==> src/rtl/piso_serializer_pkg.sv <==
// Shared constants and helpers for the multi-lane PISO serializer.
package piso_serializer_pkg;

  localparam logic SHIFT_MSB_FIRST = 1'b1;
  localparam logic SHIFT_LSB_FIRST = 1'b0;

  function automatic int clog2(input int value);
    int result;
    result = 0;
    while ((1 << result) < value) result++;
    return result;
  endfunction

endpackage

==> src/rtl/piso_serializer_lane.sv <==
// One lane shift register: parallel load with priority over a single-bit shift
// in either direction, refilling the vacated end from fill_in.
module piso_lane
  import piso_serializer_pkg::*;
#(
  parameter int WIDTH = 8
) (
  input  logic             clock_in,
  input  logic             n_reset_in,
  input  logic             load_in,
  input  logic [WIDTH-1:0] data_in,
  input  logic             shift_in,
  input  logic             dir_in,
  input  logic             fill_in,
  output logic             msb_out,
  output logic             lsb_out
);

  logic [WIDTH-1:0] shreg_q;
  logic [WIDTH-1:0] shreg_d;

  always_comb begin
    shreg_d = shreg_q;
    if (load_in) begin
      shreg_d = data_in;
    end else if (shift_in) begin
      if (dir_in == SHIFT_MSB_FIRST) shreg_d = {shreg_q[WIDTH-2:0], fill_in};
      else                           shreg_d = {fill_in, shreg_q[WIDTH-1:1]};
    end
  end

  always_ff @(posedge clock_in or negedge n_reset_in) begin
    if (!n_reset_in) shreg_q <= '0;
    else             shreg_q <= shreg_d;
  end

  assign msb_out = shreg_q[WIDTH-1];
  assign lsb_out = shreg_q[0];

endmodule

==> src/rtl/piso_serializer.sv <==
// Multi-lane parallel-to-serial converter: valid/ready input, one-word holding
// buffer, per-word length and bit order, gapless back-to-back words.
module piso_serializer
  import piso_serializer_pkg::*;
#(
  parameter  int   WIDTH = 8,
  parameter  int   LANES = 1,
  parameter  logic IDLE  = 1'b0,
  localparam int   CNT_W = clog2(WIDTH + 1)
) (
  input  logic                   clock_in,
  input  logic                   n_reset_in,
  input  logic                   valid_in,
  output logic                   ready_out,
  input  logic [LANES*WIDTH-1:0] pdata_in,
  input  logic [CNT_W-1:0]       len_in,
  input  logic                   msb_first_in,
  input  logic                   shift_in,
  input  logic                   fill_in,
  input  logic                   abort_in,
  output logic [LANES-1:0]       sdata_out,
  output logic                   busy_out,
  output logic                   last_out,
  output logic                   done_out
);

  logic                   hold_valid_q, hold_valid_d;
  logic [LANES*WIDTH-1:0] hold_data_q, hold_data_d;
  logic [CNT_W-1:0]       hold_len_q, hold_len_d;
  logic                   hold_dir_q, hold_dir_d;
  logic                   active_q, active_d;
  logic [CNT_W-1:0]       remaining_q, remaining_d;
  logic                   dir_q, dir_d;
  logic                   done_q, done_d;

  logic             last;
  logic             load;
  logic             accept;
  logic             shift_en;
  logic [CNT_W-1:0] eff_len;
  logic [LANES-1:0] lane_msb;
  logic [LANES-1:0] lane_lsb;

  assign last     = active_q && (remaining_q == CNT_W'(1));
  assign load     = !abort_in && hold_valid_q && (!active_q || (shift_in && last));
  assign accept   = !abort_in && valid_in && !hold_valid_q;
  assign shift_en = !abort_in && shift_in && active_q && !load;
  assign eff_len  = ((hold_len_q == '0) || (hold_len_q > CNT_W'(WIDTH))) ? CNT_W'(WIDTH)
                                                                         : hold_len_q;

  // Abort wins over everything; the final shift of one word and the load of
  // the next share an edge so the stream has no idle bit between words.
  always_comb begin
    hold_valid_d = hold_valid_q;
    hold_data_d  = hold_data_q;
    hold_len_d   = hold_len_q;
    hold_dir_d   = hold_dir_q;
    active_d     = active_q;
    remaining_d  = remaining_q;
    dir_d        = dir_q;
    done_d       = 1'b0;
    if (abort_in) begin
      hold_valid_d = 1'b0;
      active_d     = 1'b0;
      remaining_d  = '0;
    end else begin
      done_d = shift_in && last;
      if (load) begin
        hold_valid_d = 1'b0;
        active_d     = 1'b1;
        remaining_d  = eff_len;
        dir_d        = hold_dir_q;
      end else if (shift_in && active_q) begin
        remaining_d = remaining_q - CNT_W'(1);
        active_d    = (remaining_q != CNT_W'(1));
      end
      if (accept) begin
        hold_valid_d = 1'b1;
        hold_data_d  = pdata_in;
        hold_len_d   = len_in;
        hold_dir_d   = msb_first_in;
      end
    end
  end

  always_ff @(posedge clock_in or negedge n_reset_in) begin
    if (!n_reset_in) begin
      hold_valid_q <= 1'b0;
      hold_data_q  <= '0;
      hold_len_q   <= '0;
      hold_dir_q   <= SHIFT_MSB_FIRST;
      active_q     <= 1'b0;
      remaining_q  <= '0;
      dir_q        <= SHIFT_MSB_FIRST;
      done_q       <= 1'b0;
    end else begin
      hold_valid_q <= hold_valid_d;
      hold_data_q  <= hold_data_d;
      hold_len_q   <= hold_len_d;
      hold_dir_q   <= hold_dir_d;
      active_q     <= active_d;
      remaining_q  <= remaining_d;
      dir_q        <= dir_d;
      done_q       <= done_d;
    end
  end

  for (genvar k = 0; k < LANES; k++) begin : g_lane
    piso_lane #(.WIDTH(WIDTH)) u_lane (
      .clock_in   (clock_in),
      .n_reset_in (n_reset_in),
      .load_in    (load),
      .data_in    (hold_data_q[k*WIDTH +: WIDTH]),
      .shift_in   (shift_en),
      .dir_in     (hold_dir_q & load | dir_q & !load),
      .fill_in    (fill_in),
      .msb_out    (lane_msb[k]),
      .lsb_out    (lane_lsb[k])
    );
    assign sdata_out[k] = active_q ? ((dir_q == SHIFT_LSB_FIRST) ? lane_lsb[k] : lane_msb[k])
                                   : IDLE;
  end

  assign ready_out = !hold_valid_q;
  assign busy_out  = active_q;
  assign last_out  = last;
  assign done_out  = done_q;

endmodule

==> config.mk <==
export PLATFORM = sky130hd
export DESIGN_NAME = piso_serializer
export DESIGN_NICKNAME = d
export VERILOG_FILES = /design/src/rtl/piso_serializer_pkg.sv /design/src/rtl/piso_serializer_lane.sv /design/src/rtl/piso_serializer.sv
export SDC_FILE = /design/constraint.sdc
export NUM_CORES = 1
export LEC_CHECK = 0
export ABC_CLOCK_PERIOD_IN_PS = 2600
export BUFFER_PORTS_ARGS = -buffer_cell sky130_fd_sc_hd__buf_2
export CAP_MARGIN = 0
export CORE_MARGIN = 5
export CORE_UTILIZATION = 55
export CTS_CLUSTER_DIAMETER = 40
export DETAILED_ROUTE_END_ITERATION = 7
export GPL_ROUTABILITY_DRIVEN = 0
export GPL_TIMING_DRIVEN = 0
export PLACE_DENSITY = 0.88
export SLEW_MARGIN = 20
export SYNTH_ARGS = -nofsm -noshare
export SYNTH_HDL_FRONTEND = slang
export SYNTH_HIERARCHICAL = 1
export SYNTH_SLANG_ARGS = --single-unit
export TNS_END_PERCENT = 100
==> constraint.sdc <==
create_clock -name clock_in -period 2.6 [get_ports clock_in]
set_input_delay 0.26 -clock clock_in [delete_from_list [all_inputs] [get_ports clock_in]]
set_output_delay 0.26 -clock clock_in [all_outputs]
set_load 0.01 [all_outputs]
# Yosys cells after proc, flatten, opt, wreduce, memory -nomap -nowiden
# Index checks and enable logic that the tools add are counted.
# totals
register_bits,29
inputBits,19
# classes
addsub,1
order_cmp,1
eq_ne,2
muxes,16
bitwise_logic,4
reduce_logical,22
# ops
operator,n
8-bit two-way mux,3
4-bit two-way mux,4
1-bit logical AND,10
1-bit two-way mux,9
3-bit nonzero test,2
4-bit by 1-bit == test with 1-bit output (second input constant),1
4-bit greater-than comparator (second input constant),1
1-bit logical NOT,4
4-bit logical NOT,1
4-bit by 1-bit inequality test with 1-bit output (second input constant),1
2-bit AND reduction,2
4-bit by 1-bit subtractor with 4-bit output (second input constant),1
1-bit bitwise AND,2
1-bit logical OR,2
2-bit nonzero test,1
1-bit inverter,1
1-bit OR,1

# Longest topological paths before layout
# logic_depth
ltp_word,11
mapped_depth,8
ltp_nobuf,7

# Hierarchy
# The synthesis kept the hierarchy.
# modules_own_cells
mod,instances,cells_per_inst,area_each_um2,seq_area_each_um2
piso_serializer,1,87,1102.3,528.0
piso_lane,1,44,478.0,200.2

# Worst setup path after synthesis
# No wires, ideal clock.
# synth_path
path_kind,reg-to-reg
start,reg remaining_q[1]
end,reg g_lane[0].u_lane.shreg_q[3]
setup_time_ps,129
arrival_ps,1902
required_ps,2471
slack_ps,569
path_stages_with_launch,9
path_buffers,1
synth_period_minus_slack_ps,2031
cell_sequence,dfrtp_1 inv_1 ha_1 nand4bb_1 a21oi_2 mux2_2 buf_2 mux2i_1 o211ai_2
# synth_via
elab_chain_len,11
# synth_rtl
element,line,source
"start, declared",piso_serializer.sv:32,"logic [CNT_W-1:0] remaining_q, remaining_d;"
"start signal, assigned",piso_serializer.sv:102,remaining_q <= remaining_d;
4-bit by 1-bit == test with 1-bit output *,piso_serializer.sv:44,assign last = active_q && (remaining_q == CNT_W'(1));
1-bit logical AND *,piso_serializer.sv:44,
1-bit logical AND *,piso_serializer.sv:45,assign load = !abort_in && hold_valid_q && (!active_q || (shift_in && last));
1-bit logical OR *,piso_serializer.sv:45,
1-bit logical AND *,piso_serializer.sv:45,
net load,piso_serializer.sv:37,logic load;
1-bit logical NOT,"piso_serializer.sv:47, piso_serializer.sv:115",
1-bit bitwise AND,piso_serializer.sv:115,".dir_in (hold_dir_q & load | dir_q & !load),"
1-bit OR,piso_serializer.sv:115,
8-bit two-way mux,piso_serializer_lane.sv:27,"if (dir_in == SHIFT_MSB_FIRST) shreg_d = {shreg_q[WIDTH-2:0], fill_in};"
8-bit two-way mux,piso_serializer_lane.sv:26,end else if (shift_in) begin
8-bit two-way mux,piso_serializer_lane.sv:24,if (load_in) begin
"end signal, assigned",piso_serializer_lane.sv:34,else shreg_q <= shreg_d;
"end, declared",piso_serializer_lane.sv:19,logic [WIDTH-1:0] shreg_q;
# Mark *: on every way through the listed nets, which the timed path passes. The rest lies on a longest branch. The select of a mux whose other input is x is not followed.
# A chain may end at the register's enable or synchronous reset.

# Worst setup path in the final report
# layout_path
start,reg remaining_q[1]
end,reg g_lane[0].u_lane.shreg_q[2]
# The elaborated chain is that of the path after synthesis.

==> summary.txt <==
Synthesis
  • Main combinational cell family by area after synthesis: multiplexers
  • Post-Syn Area: 1580 um^2
  • Area share of fa/ha/maj cells after synthesis: 1.584%
  • Mux contribution to synthesized area: 19.16%
  • Yosys cell types: 37
  • Post-Syn Nets: 152
  • Synth area leader: dfrtp_1
  • Ys async rst share: 100.0%
  • Top cell type's share of synthesized area: 42.76%
  • Largest cells by area after synthesis: dfrtp_1, mux2_4, mux2i_1
  • Mean Syn Cell Area: 12.06 um^2
  • Post-synthesis cell count: 131
  • Post-synth EDFFs: 0
  • Synth warn: 6
  • Compound-Gate Fraction of Synth Area: 10.85%
  • Post-Synth Simple-Gate Area: 15.99%
  • Xor and xnor fraction of the mapped netlist area: 0.5542%
  • Seq/Total Area, Yosys: 46.08%
  • Top FF cell, synth: dfrtp_1
  • FF+latch count, synth: 29

Cells and area
  • Filler instances: 207
  • Fin nets: 183
  • Commonest non-fill, non-tap cell in the layout: dfrtp_1
  • Proportion of layout cells with a drive suffix above 1: 41.36%
  • Commonest cells after routing, fill and taps aside: dfrtp_1, buf_2, nand2_1
  • Antenna diode count: 0
  • Layout Cells excl Fill: 193
  • Synthesis-to-layout area growth: 13.86%

Hold path
  • Hold Crit Class: in2reg

Worst setup path
  • Critical Path RT: 2.81 ns
  • Worst path cell trace: inv_1 -> ha_1 -> nand4bb_1 -> a21oi_2 -> mux2_2 -> buf_2 -> mux2i_1 -> o211ai_2
  • Worst-path maximum fanout: 11
  • Crit path launch type: flop
  • CP endpoint kind: flop
  • Crit-path max cell delay: 0.41 ns
  • WP data arrival: 2.48 ns
  • Crit Path Category: reg2reg
  • Worst path slowest cell: dfrtp_1

Power
  • Leakage: 0.8279 nW
  • Pwr Total: 1.270 mW
  • Flop pwr share: 50.0%
  • Comb pwr share: 28.5%
  • Psw: 0.3736 mW
  • Peak supply drop: 0.4422 mV
  • Pwr/cell area: 706.1 nW/um^2
  • Clock power share: 21.5%
  • Switching share of power: 29.41%
  • Internal power: 0.8968 mW

Floorplanning
  • Full die area: 4045 um^2
  • Starting Density: 57.30%
  • Die height: 63.60 um
  • IO Pins: 24
  • # rows: 19
  • Core box area: 2758 um^2
  • DIE WIDTH: 63.60 um

Status
  • Status: complete, no violations

Placement
  • DPL Wire Length: 2203 um
  • Pre-CTS setup slack: 0.3331 ns
  • Placed Cells: 185
  • Buffers on Ports: 23

Routing
  • WL final: 3078 um
  • DRT antenna net count: 0
  • Drt first-iter violations: 42
  • Vias: 1,129
  • DRT Pass-1 Iters: 4
  • Drc violations: 0
  • Wire per inst: 15.95 um
  • Vias per cell: 5.850

Clock tree
  • Clock Pin Slew Worst Setup and Hold Paths: 0.09 ns
  • CTS resizes: 0
  • CTS H-Tree Depth: 2
  • Postcts setup bufs: 0
  • CTS Hold Buffers Added: 1
  • CTS max path bufs: 2
  • Root buf cell: clkbuf_4
  • CTS sink cnt: 29
  • Later-pin clock latency in the skew report: 0.32 ns
  • TritonCTS buffer count: 5
  • CTS tree: done

Global route
  • Global-route wire length before repair: 5630 um
  • Initial antenna violation count: 0
  • Vias in the first global route: 1,197
  • Largest net degree at the start of global routing: 30
  • GRT Util Overall: 18.08%
  • Global route overflow: 0

STA
  • Setup violators final: 0
  • Min setup slack post-route: 0.3260 ns
  • Setup TNS: 0 ns
  • Max-slew violations: 0
  • Tcrit/Tclk final: 87.46%
  • Worst slew pin tran: 0.6491 ns
  • Final Skew: 0.003109 ns
  • Rel. slew slack: 56.73%
  • RSZ-0062 raised after global routing: no
  • Fmax achieved: 439.7 MHz
  • Final Hold Viols: 0
  • Minimum clock period: 2.274 ns

Flow run
  • MaxCap Viol Count: 0
## worst max-delay path: cells and delay by family, from the launching register on
| family | cells | cell delay, ns |
|---|---|---|
| AO/OA/AOI/OAI | 2 | 0.50 |
| adder cells (fa/ha/maj) | 1 | 0.20 |
| buffers and inverters | 2 | 0.29 |
| flip-flops | 1 | 0.41 |
| multiplexers | 2 | 0.59 |
| AND/OR/NAND/NOR | 1 | 0.16 |
## cell families after synthesis
group	count (synthesis)
AOI/OAI and AO/OA	21
xor gates and xnor gates	1
adders and majority gates	2
buffers and inverters	15
DFF	29
muxes	25
and+or+nand+nor	38
## synth_stat cells, types with 3 or more instances
| cell type | number |
|---|---|
| mux2i_1 | 10 |
| or3b_2 | 6 |
| o211ai_1 | 9 |
| dfrtp_1 | 27 |
| inv_1 | 7 |
| buf_2 | 3 |
| nand2_1 | 11 |
| mux2_4 | 9 |
| o2111ai_1 | 3 |
| mux2_2 | 6 |
## routing by layer
layer	share of wire, %	vias to the layer above	global-route usage (%)
li1	-	544	-
met1	45	549	22.91
met2	47	30	26.78
met3	5.8	6	6.394
met4	1.9	0	9.610
met5	0	-	0
## worst paths after layout
kind | from | endpoint | slack [ns] | depth (start not counted)
worst min-delay path | pdata_in[2] | hold_data_q[2] | 0.16 | 2
worst min register to register | hold_data_q[2] | g_lane[0].u_lane/shreg_q[2] | 0.51 | 2
min in group asynchronous | n_reset_in | hold_data_q[4] | 0.50 | 2
worst max-delay path | remaining_q[1] | g_lane[0].u_lane/shreg_q[2] | 0.33 | 8
worst max register to register | remaining_q[1] | g_lane[0].u_lane/shreg_q[2] | 0.33 | 8
max in group asynchronous | n_reset_in | remaining_q[1] | 1.68 | 2
## per-stage QoR
stage	hold WS, ns	instance area (um^2)	utilization [%]
floorplan	-0.03559	1580	-
CTS	0.1538	1799	65.25
finish	0.1631	1799	65.25
global placement	0.3085	1734	62.89
detailed placement	0.3202	1734	62.89
global route	0.1300	1799	65.25
## registers in the layout, indices dropped and copies added (netlist names)
register	cells
dir_q	1
hold_valid_q	1
remaining_q	4
done_out	1
g_lane.u_lane/shreg_q	8
hold_dir_q	1
hold_data_q	8
hold_len_q	4
busy_out	1
## cell type report
class                   instances  area (um^2)  share of cell area [%]
repair buffers                 24        125.1                   6.954
inverters                       9        33.78                   1.878
clock buffers                   7        55.05                   3.060
flip-flops and latches         29        728.2                   40.47
well taps                      31        38.79                   2.156
multi-input cells              87        760.7                   42.28
plain buffers                   6        57.56                   3.199
## power groups by stage
stage	registers (mW)	logic [mW]	clock network, mW
2_1_floorplan	0.617	0.294	0
6_report	0.635	0.362	0.274
4_1_cts	0.634	0.365	0.284
3_5_place_dp	0.640	0.363	0
3_3_place_gp	0.636	0.344	0
5_1_grt	0.651	0.400	0.315
Power figures use the tool's default switching activity.
